File: src/rtl/xdn_pkg.sv
// rtl/xdn_pkg.sv - shared fetch sequencer constants, state encoding and output decode
package xdn_pkg;

    localparam int   XDN_BUS_WIDTH = 32;
    localparam logic XDN_OE_OFF    = 1'b1;

    typedef logic [2:0] xdn_state_t;

    localparam xdn_state_t S_CLEAR   = 3'd0;
    localparam xdn_state_t S_ADDR    = 3'd1;
    localparam xdn_state_t S_READ    = 3'd2;
    localparam xdn_state_t S_LOAD_IR = 3'd3;
    localparam xdn_state_t S_EXEC    = 3'd4;
    localparam xdn_state_t S_JUMP    = 3'd5;
    localparam xdn_state_t S_HALT    = 3'd6;
    localparam xdn_state_t S_FAULT   = 3'd7;

    typedef struct packed {
        logic pc_clear_n;
        logic pc_count_enable;
        logic pc_jump_n;
        logic pc_output_n;
        logic mar_load;
        logic mem_read;
        logic mem_output_n;
        logic ir_load;
        logic exec_start;
        logic target_output_n;
        logic halted;
        logic fault;
    } xdn_ctrl_t;

    // Control word for a state; exec_first marks the first cycle spent in EXEC.
    function automatic xdn_ctrl_t xdn_decode(xdn_state_t st, logic exec_first);
        xdn_ctrl_t c;
        c.pc_clear_n      = XDN_OE_OFF;
        c.pc_count_enable = 1'b0;
        c.pc_jump_n       = XDN_OE_OFF;
        c.pc_output_n     = XDN_OE_OFF;
        c.mar_load        = 1'b0;
        c.mem_read        = 1'b0;
        c.mem_output_n    = XDN_OE_OFF;
        c.ir_load         = 1'b0;
        c.exec_start      = 1'b0;
        c.target_output_n = XDN_OE_OFF;
        c.halted          = 1'b0;
        c.fault           = 1'b0;
        case (st)
            S_CLEAR:   c.pc_clear_n = 1'b0;
            S_ADDR: begin
                c.pc_output_n = 1'b0;
                c.mar_load    = 1'b1;
            end
            S_READ:    c.mem_read = 1'b1;
            S_LOAD_IR: begin
                c.mem_output_n    = 1'b0;
                c.ir_load         = 1'b1;
                c.pc_count_enable = 1'b1;
            end
            S_EXEC:    c.exec_start = exec_first;
            S_JUMP: begin
                c.target_output_n = 1'b0;
                c.pc_jump_n       = 1'b0;
            end
            S_HALT:    c.halted = 1'b1;
`ifdef XDN_FETCH_TIMEOUT_EN
            S_FAULT:   c.fault = 1'b1;
`endif
            default:   c.halted = 1'b0;
        endcase
        return c;
    endfunction

endpackage

File: src/rtl/fetch_sequencer_if.sv
// rtl/fetch_sequencer_if.sv - handshake and bus-control bundle between sequencer and datapath
interface fetch_sequencer_if;
    import xdn_pkg::*;

    logic                     i_MEM_READY;
    logic                     i_EXEC_DONE;
    logic                     i_BRANCH_TAKEN;
    logic                     i_HALT_REQ;
    logic                     i_RESUME;
    logic                     o_PC_CLEAR_n;
    logic                     o_PC_COUNT_ENABLE;
    logic                     o_PC_JUMP_n;
    logic                     o_PC_OUTPUT_n;
    logic                     o_MAR_LOAD;
    logic                     o_MEM_READ;
    logic                     o_MEM_OUTPUT_n;
    logic                     o_IR_LOAD;
    logic                     o_EXEC_START;
    logic                     o_TARGET_OUTPUT_n;
    logic                     o_HALTED;
    logic                     o_FAULT;
    logic [XDN_BUS_WIDTH-1:0] o_RETIRED;

    modport master (
        input  i_MEM_READY, i_EXEC_DONE, i_BRANCH_TAKEN, i_HALT_REQ, i_RESUME,
        output o_PC_CLEAR_n, o_PC_COUNT_ENABLE, o_PC_JUMP_n, o_PC_OUTPUT_n,
               o_MAR_LOAD, o_MEM_READ, o_MEM_OUTPUT_n, o_IR_LOAD, o_EXEC_START,
               o_TARGET_OUTPUT_n, o_HALTED, o_FAULT, o_RETIRED
    );

    modport slave (
        output i_MEM_READY, i_EXEC_DONE, i_BRANCH_TAKEN, i_HALT_REQ, i_RESUME,
        input  o_PC_CLEAR_n, o_PC_COUNT_ENABLE, o_PC_JUMP_n, o_PC_OUTPUT_n,
               o_MAR_LOAD, o_MEM_READ, o_MEM_OUTPUT_n, o_IR_LOAD, o_EXEC_START,
               o_TARGET_OUTPUT_n, o_HALTED, o_FAULT, o_RETIRED
    );
endinterface

File: src/rtl/wait_timer.sv
// rtl/wait_timer.sv - 8-bit saturating memory wait-state counter (used under XDN_FETCH_TIMEOUT_EN)
module wait_timer #(
    parameter int LIMIT = 16
) (
    input  logic clk,
    input  logic rst,
    input  logic clr,
    input  logic en,
    output logic o_EXPIRED
);
    localparam logic [8:0] LIMIT_W = 9'(LIMIT);

    logic [7:0] count_q;
    logic [7:0] count_d;
    logic [8:0] count_inc;

    // Clear dominates; otherwise count enabled cycles and stick at full scale.
    always_comb begin
        count_inc = {1'b0, count_q} + 9'd1;
        count_d   = count_q;
        if (clr) begin
            count_d = 8'd0;
        end else if (en && count_q != 8'hFF) begin
            count_d = count_inc[7:0];
        end
    end

    // Expiry flags the cycle whose increment reaches the limit, so the caller can act on the same edge.
    assign o_EXPIRED = en && !clr && (count_inc >= LIMIT_W);

    // Counter register.
    always_ff @(posedge clk) begin
        if (rst) begin
            count_q <= 8'd0;
        end else begin
            count_q <= count_d;
        end
    end
endmodule

File: src/rtl/fetch_sequencer.sv
// rtl/fetch_sequencer.sv - fetch/execute/jump sequencer and bus-enable generator; XDN_FETCH_TIMEOUT_EN adds READ timeout
module fetch_sequencer
    import xdn_pkg::*;
#(
    parameter int MEM_TIMEOUT = 16
) (
    input  logic               i_CLOCK,
    input  logic               i_RESET,
    fetch_sequencer_if.master  bus
);
    xdn_state_t               state_q, state_d;
    logic                     clear_hold_q, clear_hold_d;
    logic                     halt_pend_q, halt_pend_d;
    logic [XDN_BUS_WIDTH-1:0] retired_q, retired_d;
    xdn_ctrl_t                ctrl_q, ctrl_d;
    logic                     wait_expired;
    logic                     halt_now;
    logic                     leave_exec;

`ifdef XDN_FETCH_TIMEOUT_EN
    logic wait_clr;
    logic wait_en;

    assign wait_clr = (state_q != S_READ);
    assign wait_en  = (state_q == S_READ) && !bus.i_MEM_READY;

    wait_timer #(.LIMIT(MEM_TIMEOUT)) u_wait_timer (
        .clk       (i_CLOCK),
        .rst       (i_RESET),
        .clr       (wait_clr),
        .en        (wait_en),
        .o_EXPIRED (wait_expired)
    );
`else
    assign wait_expired = 1'b0;
`endif

    // Next-state selection; a halt request only takes effect at an instruction boundary.
    always_comb begin
        state_d      = state_q;
        clear_hold_d = 1'b0;
        halt_now     = halt_pend_q | bus.i_HALT_REQ;
        case (state_q)
            S_CLEAR:   state_d = clear_hold_q ? S_CLEAR : S_ADDR;
            S_ADDR:    state_d = S_READ;
            S_READ: begin
                if (bus.i_MEM_READY) begin
                    state_d = S_LOAD_IR;
                end else if (wait_expired) begin
                    state_d = S_FAULT;
                end
            end
            S_LOAD_IR: state_d = S_EXEC;
            S_EXEC: begin
                if (bus.i_EXEC_DONE) begin
                    if (bus.i_BRANCH_TAKEN) begin
                        state_d = S_JUMP;
                    end else begin
                        state_d = halt_now ? S_HALT : S_ADDR;
                    end
                end
            end
            S_JUMP:    state_d = halt_now ? S_HALT : S_ADDR;
            S_HALT:    state_d = bus.i_RESUME ? S_ADDR : S_HALT;
`ifdef XDN_FETCH_TIMEOUT_EN
            S_FAULT:   state_d = S_FAULT;
`endif
            default:   state_d = S_CLEAR;
        endcase
    end

    // Halt bookkeeping, retire count and the control word decoded from the next state.
    always_comb begin
        halt_pend_d = halt_now;
        if (state_d == S_HALT && state_q != S_HALT) begin
            halt_pend_d = 1'b0;
        end
        leave_exec = (state_q == S_EXEC) && (state_d != S_EXEC);
        retired_d  = retired_q + {{(XDN_BUS_WIDTH-1){1'b0}}, leave_exec};
        ctrl_d     = xdn_decode(state_d, state_q != S_EXEC);
    end

    // State and registered outputs; reset parks in CLEAR for one extra cycle after release.
    always_ff @(posedge i_CLOCK) begin
        if (i_RESET) begin
            state_q      <= S_CLEAR;
            clear_hold_q <= 1'b1;
            halt_pend_q  <= 1'b0;
            retired_q    <= '0;
            ctrl_q       <= xdn_decode(S_CLEAR, 1'b0);
        end else begin
            state_q      <= state_d;
            clear_hold_q <= clear_hold_d;
            halt_pend_q  <= halt_pend_d;
            retired_q    <= retired_d;
            ctrl_q       <= ctrl_d;
        end
    end

    assign bus.o_PC_CLEAR_n      = ctrl_q.pc_clear_n;
    assign bus.o_PC_COUNT_ENABLE = ctrl_q.pc_count_enable;
    assign bus.o_PC_JUMP_n       = ctrl_q.pc_jump_n;
    assign bus.o_PC_OUTPUT_n     = ctrl_q.pc_output_n;
    assign bus.o_MAR_LOAD        = ctrl_q.mar_load;
    assign bus.o_MEM_READ        = ctrl_q.mem_read;
    assign bus.o_MEM_OUTPUT_n    = ctrl_q.mem_output_n;
    assign bus.o_IR_LOAD         = ctrl_q.ir_load;
    assign bus.o_EXEC_START      = ctrl_q.exec_start;
    assign bus.o_TARGET_OUTPUT_n = ctrl_q.target_output_n;
    assign bus.o_HALTED          = ctrl_q.halted;
    assign bus.o_FAULT           = ctrl_q.fault;
    assign bus.o_RETIRED         = retired_q;
endmodule

File: src/flat_wrapper.sv
// flat-port wrapper written by rule: the top's interface ports become plain ports
module fetch_sequencer_flat import xdn_pkg::*;
#(
    parameter int MEM_TIMEOUT = 16
)
  (i_CLOCK, i_RESET, bus_i_MEM_READY, bus_i_EXEC_DONE, bus_i_BRANCH_TAKEN, bus_i_HALT_REQ, bus_i_RESUME, bus_o_PC_CLEAR_n, bus_o_PC_COUNT_ENABLE, bus_o_PC_JUMP_n, bus_o_PC_OUTPUT_n, bus_o_MAR_LOAD, bus_o_MEM_READ, bus_o_MEM_OUTPUT_n, bus_o_IR_LOAD, bus_o_EXEC_START, bus_o_TARGET_OUTPUT_n, bus_o_HALTED, bus_o_FAULT, bus_o_RETIRED);
  fetch_sequencer_if bus_i ();
  input  logic i_CLOCK;
  input  logic i_RESET;
  input wire logic [$bits(bus_i.i_MEM_READY)-1:0] bus_i_MEM_READY;
  input wire logic [$bits(bus_i.i_EXEC_DONE)-1:0] bus_i_EXEC_DONE;
  input wire logic [$bits(bus_i.i_BRANCH_TAKEN)-1:0] bus_i_BRANCH_TAKEN;
  input wire logic [$bits(bus_i.i_HALT_REQ)-1:0] bus_i_HALT_REQ;
  input wire logic [$bits(bus_i.i_RESUME)-1:0] bus_i_RESUME;
  output wire logic [$bits(bus_i.o_PC_CLEAR_n)-1:0] bus_o_PC_CLEAR_n;
  output wire logic [$bits(bus_i.o_PC_COUNT_ENABLE)-1:0] bus_o_PC_COUNT_ENABLE;
  output wire logic [$bits(bus_i.o_PC_JUMP_n)-1:0] bus_o_PC_JUMP_n;
  output wire logic [$bits(bus_i.o_PC_OUTPUT_n)-1:0] bus_o_PC_OUTPUT_n;
  output wire logic [$bits(bus_i.o_MAR_LOAD)-1:0] bus_o_MAR_LOAD;
  output wire logic [$bits(bus_i.o_MEM_READ)-1:0] bus_o_MEM_READ;
  output wire logic [$bits(bus_i.o_MEM_OUTPUT_n)-1:0] bus_o_MEM_OUTPUT_n;
  output wire logic [$bits(bus_i.o_IR_LOAD)-1:0] bus_o_IR_LOAD;
  output wire logic [$bits(bus_i.o_EXEC_START)-1:0] bus_o_EXEC_START;
  output wire logic [$bits(bus_i.o_TARGET_OUTPUT_n)-1:0] bus_o_TARGET_OUTPUT_n;
  output wire logic [$bits(bus_i.o_HALTED)-1:0] bus_o_HALTED;
  output wire logic [$bits(bus_i.o_FAULT)-1:0] bus_o_FAULT;
  output wire logic [$bits(bus_i.o_RETIRED)-1:0] bus_o_RETIRED;
  assign bus_i.i_MEM_READY = bus_i_MEM_READY;
  assign bus_i.i_EXEC_DONE = bus_i_EXEC_DONE;
  assign bus_i.i_BRANCH_TAKEN = bus_i_BRANCH_TAKEN;
  assign bus_i.i_HALT_REQ = bus_i_HALT_REQ;
  assign bus_i.i_RESUME = bus_i_RESUME;
  assign bus_o_PC_CLEAR_n = bus_i.o_PC_CLEAR_n;
  assign bus_o_PC_COUNT_ENABLE = bus_i.o_PC_COUNT_ENABLE;
  assign bus_o_PC_JUMP_n = bus_i.o_PC_JUMP_n;
  assign bus_o_PC_OUTPUT_n = bus_i.o_PC_OUTPUT_n;
  assign bus_o_MAR_LOAD = bus_i.o_MAR_LOAD;
  assign bus_o_MEM_READ = bus_i.o_MEM_READ;
  assign bus_o_MEM_OUTPUT_n = bus_i.o_MEM_OUTPUT_n;
  assign bus_o_IR_LOAD = bus_i.o_IR_LOAD;
  assign bus_o_EXEC_START = bus_i.o_EXEC_START;
  assign bus_o_TARGET_OUTPUT_n = bus_i.o_TARGET_OUTPUT_n;
  assign bus_o_HALTED = bus_i.o_HALTED;
  assign bus_o_FAULT = bus_i.o_FAULT;
  assign bus_o_RETIRED = bus_i.o_RETIRED;
  fetch_sequencer #(.MEM_TIMEOUT(MEM_TIMEOUT)) u_core (.i_CLOCK(i_CLOCK), .i_RESET(i_RESET), .bus(bus_i));
endmodule
File: config.mk
export PLATFORM = sky130hd
export DESIGN_NAME = fetch_sequencer_flat
export DESIGN_NICKNAME = d
export VERILOG_FILES = /design/src/rtl/xdn_pkg.sv /design/src/rtl/fetch_sequencer_if.sv /design/src/rtl/wait_timer.sv /design/src/rtl/fetch_sequencer.sv /design/src/flat_wrapper.sv
export SDC_FILE = /design/constraint.sdc
export NUM_CORES = 1
export LEC_CHECK = 0
export ABC_AREA = 1
export CAP_MARGIN = 30
export CORE_MARGIN = 2
export CORE_UTILIZATION = 30
export DETAILED_ROUTE_END_ITERATION = 8
export PLACE_DENSITY = 0.53
export SYNTH_ARGS = -nofsm -noshare
export SYNTH_HDL_FRONTEND = slang
export SYNTH_SLANG_ARGS = --single-unit
File: constraint.sdc
create_clock -name i_CLOCK -period 2.05 [get_ports i_CLOCK]
set_input_delay 0.5125 -clock i_CLOCK [delete_from_list [all_inputs] [get_ports i_CLOCK]]
set_output_delay 0.5125 -clock i_CLOCK [all_outputs]
set_load 0.05 [all_outputs]
==> reports/qor.tcl, run 1 <==
set qor(start_kind) {flip-flop}
set qor(max_cap_viol_count) 0
set qor(max_slew_margin_pct) 66.5
set qor(vias) 2486
set qor(maxSlewViolCount) 0
set qor(fin_crit_sh_pct) 96.6
set qor(floorplan.die_area_um2) 8740
set qor(hold_path_startpoint) {u_core.bus.o_RETIRED[31]$_SDFF_PP0_}
set qor(grt_antenna_before_repair) 0
set qor(design_area_um2) 3160
set qor(layout-area-overhead-vs-synth_pct) 31.4
set qor(finalWorstSetupSlack_ns) 0.0692
set qor(worst_ep_arrival_time_ns) 1.47
set qor(place_ws_ns) -0.372
set qor(postLayoutCoreUtil_pct) 40.9
set qor(antenna_cells_inserted) 0
set qor(mostFrequentLayoutCell) {sky130_fd_sc_hd__nand2_1}
set qor(chipHeight_um) 93.5
set qor(final_nets) 454
set qor(fin_skew_ns) 0.00634
set qor(crit_path_start) {u_core.bus.o_RETIRED[31]$_SDFF_PP0_}
set qor(timing.critical_path.buf_inv) 1
set qor(cpMaxStageDelayCell) {sky130_fd_sc_hd__clkdlybuf4s50_1}
set qor(gp_routability_congestion) 0.839
set qor(timing.rr.start) {u_core.state_q[0]$_SDFF_PP0_}
set qor(synthesis.yosys.warnings) 0
set qor(layout_common_cells) {109 x sky130_fd_sc_hd__nand2_1, 66 x sky130_fd_sc_hd__nor2_1, 49 x sky130_fd_sc_hd__buf_4}
set qor(floorplan.core_area_um2) 7730
set qor(fin_setup_tns_ns) 0
set qor(regToRegSetupSlack_ns) 0.14
set qor(pin_count_of_the_biggest_net_entering_global_routing) 24
set qor(root_buffer) {sky130_fd_sc_hd__clkbuf_8}
set qor(category_of_the_critical_setup_timing_path) {flip-flop to output port}
set qor(numPlacedInstances) 538
set qor(layout-drive-gt1-share_pct) 20.5
set qor(synth-edff-count) 0
set qor(initial_utilization_pct) 31.1
set qor(ant_nets) 0
set qor(setup_violations) 0
set qor(detailedRoute.firstIterationViolations) 106
set qor(rsz0062_at_grt) {true}
set qor(clock_sink_count) 46
set qor(cellPowerDensity_nw_per_um2) 542
set qor(crit_chain) {clkdlybuf4s50_1}
set qor(tritoncts.num_buffers) 5
set qor(floorplan.die.width_um) 93.5
set qor(synth.ff_latch_count) 46
set qor(site_rows) 32
set qor(detailedRoute.firstPassIterationCount) 4
set qor(io-pin-count) 51
set qor(max-clock-path-buffers) 2
set qor(grt_pass1_vias) 2277
set qor(final_cell_count_no_fill) 546
set qor(cts-hold-fix-buffers) 0
set qor(mappedNetlistNets) 387
set qor(max_slew.worst_pin.slew_ns) 0.500
set qor(crit_fanout) 3
set qor(drcViolationCount) 0
set qor(grt_first_pass_wirelength_mm) 10.7
set qor(insertion_delay_ns) 0.30
set qor(placed_area_um2) 3030
set qor(min_path_type) {flip-flop to flip-flop}
set qor(avgSynthCellArea_um2) 6.38
set qor(power.static_leakage_nw) 1.18
set qor(run_status) {completed}
set qor(globalRoute.totalOverflow) 0
set qor(worstSetupEndpointType) {output port}
set qor(syn-instance-count) 377
set qor(asyncSetResetFlopFracSynth_pct) 0
set qor(worst_path_largest_cell_delay_ns) 0.81
set qor(dp.final_hpwl_mm) 5.16
set qor(timing.final.crit_period_ns) 1.98
set qor(wl_per_cell_um) 12.0
set qor(drt-vias-per-instance) 4.55
set qor(timing.critical_path.max_delay_family) {buffers and inverters}
set qor(seq_area_frac_synth_pct) 38.3
set qor(tritoncts) {built}
set qor(cts.clk_slew.worst_paths_ns) 0.08
set qor(io_buffers) 49
set qor(worst_ir_drop_vdd_uv) 216
set qor(post_synth_instance_area_um2) 2400
set qor(synth_top_flop_cell) {sky130_fd_sc_hd__dfxtp_1}
set qor(fmaxAchievable_mhz) 505
set qor(timing.critical_path.required_ns) 1.54
set qor(gr-usage-all-layers_pct) 15.5
set qor(final_hold_viol_count) 0
set qor(ctsHtreeMaxLevel) 2
set qor(totalWireLength_mm) 6.55
set qor(netlist-cell-type-count) 23
## registers in the layout, indices dropped and copies added (netlist names)
signal                     cells
u_core.bus.o_PC_CLEAR_n        1
u_core.state_q                 3
u_core.bus.o_PC_JUMP_n         1
u_core.bus.o_IR_LOAD           1
u_core.halt_pend_q             1
u_core.bus.o_RETIRED          32
u_core.bus.o_PC_OUTPUT_n       1
u_core.bus.o_MEM_READ          1
u_core.bus.o_EXEC_START        1
u_core.bus.o_MAR_LOAD          1
u_core.bus.o_MEM_OUTPUT_n      1
u_core.clear_hold_q            1
u_core.bus.o_HALTED            1
## path summary, 6_finish.rpt
| kind | end | cells after the start |
|---|---|---|
| worst max-delay path | bus_o_RETIRED[31] | 1 |
| worst min-delay path | u_core.bus.o_RETIRED[31]$_SDFF_PP0_ | 2 |
| worst max register to register | u_core.bus.o_RETIRED[10]$_SDFF_PP0_ | 14 |
| worst min register to register | u_core.bus.o_RETIRED[31]$_SDFF_PP0_ | 2 |
## metal layers
metal / routed length (µm) / global-route usage (%) / up-vias
li1: - / - / 1300
met1: 2910 / 18.9 / 1115
met2: 3190 / 27.7 / 61
met3: 358 / 2.74 / 10
met4: 94 / 4.53 / 0
met5: 0 / 0 / -
## final cells by class
type / count / area, µm²
Clock buffer: 5 / 68.8
Timing Repair Buffer: 67 / 551
Tap cell: 102 / 128
Sequential cell: 46 / 925
Inverter: 47 / 176
Fill cell: 849 / 4570
Multi-Input combinational cell: 277 / 1300
Clock inverter: 2 / 10.0
## worst min-delay path, delay by kind of cell (launching register included)
kind / cells / cell delay [ns]
compound gates: 1 / 0.05
flops: 1 / 0.33
simple gates: 1 / 0.06
## metrics by stage
step	hold WS [ns]	total power, W
5_1_grt	0.542	0.00179
2_1_floorplan	0.519	0.00111
3_3_place_gp	0.463	0.00119
3_5_place_dp	0.481	0.00119
6_report	0.491	0.00171
4_1_cts	0.494	0.00173
## power by group
| part | internal, W | switching [W] |
|---|---|---|
| clock network | 0.000230 | 0.000311 |
| registers | 0.000918 | 0.00000941 |
| logic | 0.0000835 | 0.000162 |
## cells in the mapped netlist, types with 4 or more instances
cell type | count | area [µm²]
sky130_fd_sc_hd__nor2_4 | 5 | 56.3
sky130_fd_sc_hd__nor2_1 | 67 | 251
sky130_fd_sc_hd__nand2_2 | 9 | 56.3
sky130_fd_sc_hd__nand4_1 | 5 | 31.3
sky130_fd_sc_hd__inv_1 | 44 | 165
sky130_fd_sc_hd__dfxtp_1 | 46 | 921
sky130_fd_sc_hd__nand3_1 | 24 | 120
sky130_fd_sc_hd__nor2_2 | 8 | 50.1
sky130_fd_sc_hd__a21oi_1 | 27 | 135
sky130_fd_sc_hd__o21ai_0 | 10 | 50.1
sky130_fd_sc_hd__nand2_1 | 110 | 413
sky130_fd_sc_hd__buf_4 | 4 | 30.0
## what timing repair did
item,4_1_cts,5_1_grt
hold endpoints to repair,0,0
gates resized for setup,1,13
setup buffers,0,1
pin swaps,1,5
setup endpoints to repair,4,20
## kinds of logic (layout without fill, tap and decap cells)
group	count (synthesis)	count (layout)	share of synthesized area (%)
other	1	1	0.156
AO/OA/AOI/OAI	40	40	8.49
buffers and inverters	54	121	9.11
flip-flops	46	46	38.3
adder cells (fa/ha/maj)	3	3	1.56
AND/OR/NAND/NOR	233	233	42.4
No activity file was read; power rests on OpenSTA's default activity.
==> run 2: changes to the inputs <==
--- a/config.mk
+++ b/config.mk
@@ -10,7 +10,9 @@
 export CORE_MARGIN = 2
 export CORE_UTILIZATION = 30
 export DETAILED_ROUTE_END_ITERATION = 8
-export PLACE_DENSITY = 0.53
+export MAX_ROUTING_LAYER = met4
+export PLACE_DENSITY = 0.51
 export SYNTH_ARGS = -nofsm -noshare
 export SYNTH_HDL_FRONTEND = slang
 export SYNTH_SLANG_ARGS = --single-unit
+export TNS_END_PERCENT = 50
==> constraint.sdc (replaced) <==
create_clock -name i_CLOCK -period 2.1 [get_ports i_CLOCK]
set_input_delay 0.525 -clock i_CLOCK [delete_from_list [all_inputs] [get_ports i_CLOCK]]
set_output_delay 0.525 -clock i_CLOCK [all_outputs]
set_load 0.05 [all_outputs]
==> reports/qor.tcl, run 2 (synthesis gave the netlist of run 1 again) <==
set qor(run_status) {completed}
set qor(root_buffer) {sky130_fd_sc_hd__clkbuf_8}
set qor(max_cap_viol_count) 0
set qor(timing.critical_path.buf_inv) 1
set qor(cpMaxStageDelayCell) {sky130_fd_sc_hd__clkdlybuf4s50_1}
set qor(antenna_cells_inserted) 0
set qor(final_hold_viol_count) 0
set qor(holdWs_ns) 0.484
set qor(detailedRoute.firstIterationViolations) 103
set qor(crit_chain) {clkdlybuf4s50_1}
set qor(totalWireLength_mm) 6.51
set qor(category_of_the_critical_setup_timing_path) {flip-flop to output port}
set qor(grt_pass1_vias) 2403
set qor(timing.final.crit_period_ns) 2.04
set qor(mostFrequentLayoutCell) {sky130_fd_sc_hd__nand2_1}
set qor(chipHeight_um) 93.5
set qor(site_rows) 32
set qor(floorplan.die.width_um) 93.5
set qor(min_path_type) {flip-flop to flip-flop}
set qor(wl_per_cell_um) 11.9
set qor(worst_path_largest_cell_delay_ns) 0.82
set qor(gr-usage-all-layers_pct) 16.5
set qor(ctsHtreeMaxLevel) 2
set qor(floorplan.core_area_um2) 7730
set qor(layout-area-overhead-vs-synth_pct) 31.5
set qor(cts.clk_slew.worst_paths_ns) 0.09
set qor(total_power_w) 0.00172
set qor(io-pin-count) 51
set qor(tritoncts.num_buffers) 5
set qor(vias) 2474
set qor(cellPowerDensity_nw_per_um2) 543
set qor(maxSlewViolCount) 0
set qor(max-clock-path-buffers) 2
set qor(rsz0062_at_grt) {false}
set qor(drt-vias-per-instance) 4.52
set qor(insertion_delay_ns) 0.31
set qor(clock_sink_count) 46
set qor(setup_violations) 0
set qor(detailedRoute.firstPassIterationCount) 4
set qor(placed_area_um2) 3020
set qor(worstSetupEndpointType) {output port}
set qor(grt_first_pass_wirelength_mm) 11.1
set qor(max_slew_margin_pct) 66.7
set qor(gp_routability_congestion) 0.865
set qor(layout_common_cells) {109 x sky130_fd_sc_hd__nand2_1, 66 x sky130_fd_sc_hd__nor2_1, 47 x sky130_fd_sc_hd__buf_4}
set qor(max_slew.worst_pin.slew_ns) 0.498
set qor(pin_count_of_the_biggest_net_entering_global_routing) 24
set qor(start_kind) {flip-flop}
set qor(design_area_um2) 3160
set qor(power.static_leakage_nw) 1.17
set qor(io_buffers) 49
set qor(timing.critical_path.required_ns) 1.57
set qor(globalRoute.totalOverflow) 0
set qor(tritoncts) {built}
set qor(fin_skew_ns) 0.0107
set qor(timing.critical_path.max_delay_family) {buffers and inverters}
set qor(worst_ep_arrival_time_ns) 1.51
set qor(largest_register_ffs) 32
set qor(crit_fanout) 4
set qor(finalWorstSetupSlack_ns) 0.0633
set qor(floorplan.die_area_um2) 8740
set qor(fin_crit_sh_pct) 97.0
set qor(dp.final_hpwl_mm) 5.09
set qor(drcViolationCount) 0
set qor(final_nets) 454
set qor(grt_antenna_before_repair) 0
set qor(layout-drive-gt1-share_pct) 20.0
set qor(worst_ir_drop_vdd_uv) 199
set qor(ant_nets) 0
set qor(place_ws_ns) -0.303
set qor(fmaxAchievable_mhz) 491
set qor(initial_utilization_pct) 31.1
## run 2: cell count changes in the layout (fill, tap and decap cells not counted), sizes merged
| cell | before | now |
|---|---|---|
| clkinv | 3 | 2 |
| clkbuf | 5 | 7 |
| buf | 49 | 47 |
| clkdlybuf4s50 | 17 | 19 |
## run 2: worst paths after layout
kind,slack (ns),start,endpoint,depth (start not counted)
worst max-delay path,0.06,u_core.bus.o_RETIRED[30]$_SDFF_PP0_,bus_o_RETIRED[30],1
worst max register to register,0.16,u_core.state_q[1]$_SDFF_PP0_,u_core.bus.o_RETIRED[28]$_SDFF_PP0_,15
worst min register to register,0.48,u_core.bus.o_RETIRED[31]$_SDFF_PP0_,u_core.bus.o_RETIRED[31]$_SDFF_PP0_,2
worst min-delay path,0.48,u_core.bus.o_RETIRED[31]$_SDFF_PP0_,u_core.bus.o_RETIRED[31]$_SDFF_PP0_,2
## run 2: repair_timing
action                     CTS  global route
resized for setup            1            11
hold buffers                 0             0
setup endpoints to repair    1            12
pin swaps                    0             3
buffers inserted             0             3
## run 2: worst reg2reg max path, cell delays in order (launching register included)
cell                      delay, ns
sky130_fd_sc_hd__dfxtp_1       0.32
sky130_fd_sc_hd__inv_1         0.09
sky130_fd_sc_hd__nand2_1       0.09
sky130_fd_sc_hd__nor2_4        0.13
sky130_fd_sc_hd__inv_2         0.06
sky130_fd_sc_hd__nor2_4        0.12
sky130_fd_sc_hd__ha_2          0.18
sky130_fd_sc_hd__ha_2          0.18
sky130_fd_sc_hd__nand2_2       0.07
sky130_fd_sc_hd__nor2_4        0.14
sky130_fd_sc_hd__buf_4         0.13
sky130_fd_sc_hd__inv_2         0.04
sky130_fd_sc_hd__nor2_4        0.11
sky130_fd_sc_hd__nand2_1       0.06
sky130_fd_sc_hd__nand2_1       0.06
sky130_fd_sc_hd__a21oi_1       0.05
## run 2: metal layers
layer | track usage [%] | up-vias | routed length [µm]
met5 | - | - | 0
met4 | 5.51 | 0 | 127
met3 | 2.50 | 12 | 246
met2 | 28.6 | 52 | 3170
met1 | 19.6 | 1111 | 2970
li1 | - | 1299 | -
## run 2: area by class of cell
cell class | count | area [µm²]
clock buffers | 7 | 86.3
clock inverters | 1 | 5.00
fillers | 847 | 4570
inverters | 47 | 179
multi-input cells | 277 | 1290
flip-flops and latches | 46 | 922
well taps | 102 | 128
repair buffers | 67 | 556
## run 2: through the flow
stage               util (%)  instances  setup TNS [ns]
floorplan                  -        377               0
global placement        39.1        536           -4.24
detailed placement      39.1        536           -4.87
CTS                     40.3        544               0
global route            40.9        547               0
finish                  40.9        547               0
## run 2: power breakdown
part / leakage [nW] / switching, W / total [W] / internal (W)
combinational: 0.745 / 0.000156 / 0.000236 / 0.0000798
sequential: 0.373 / 0.00000998 / 0.000906 / 0.000896
clock: 0.0482 / 0.000309 / 0.000576 / 0.000266
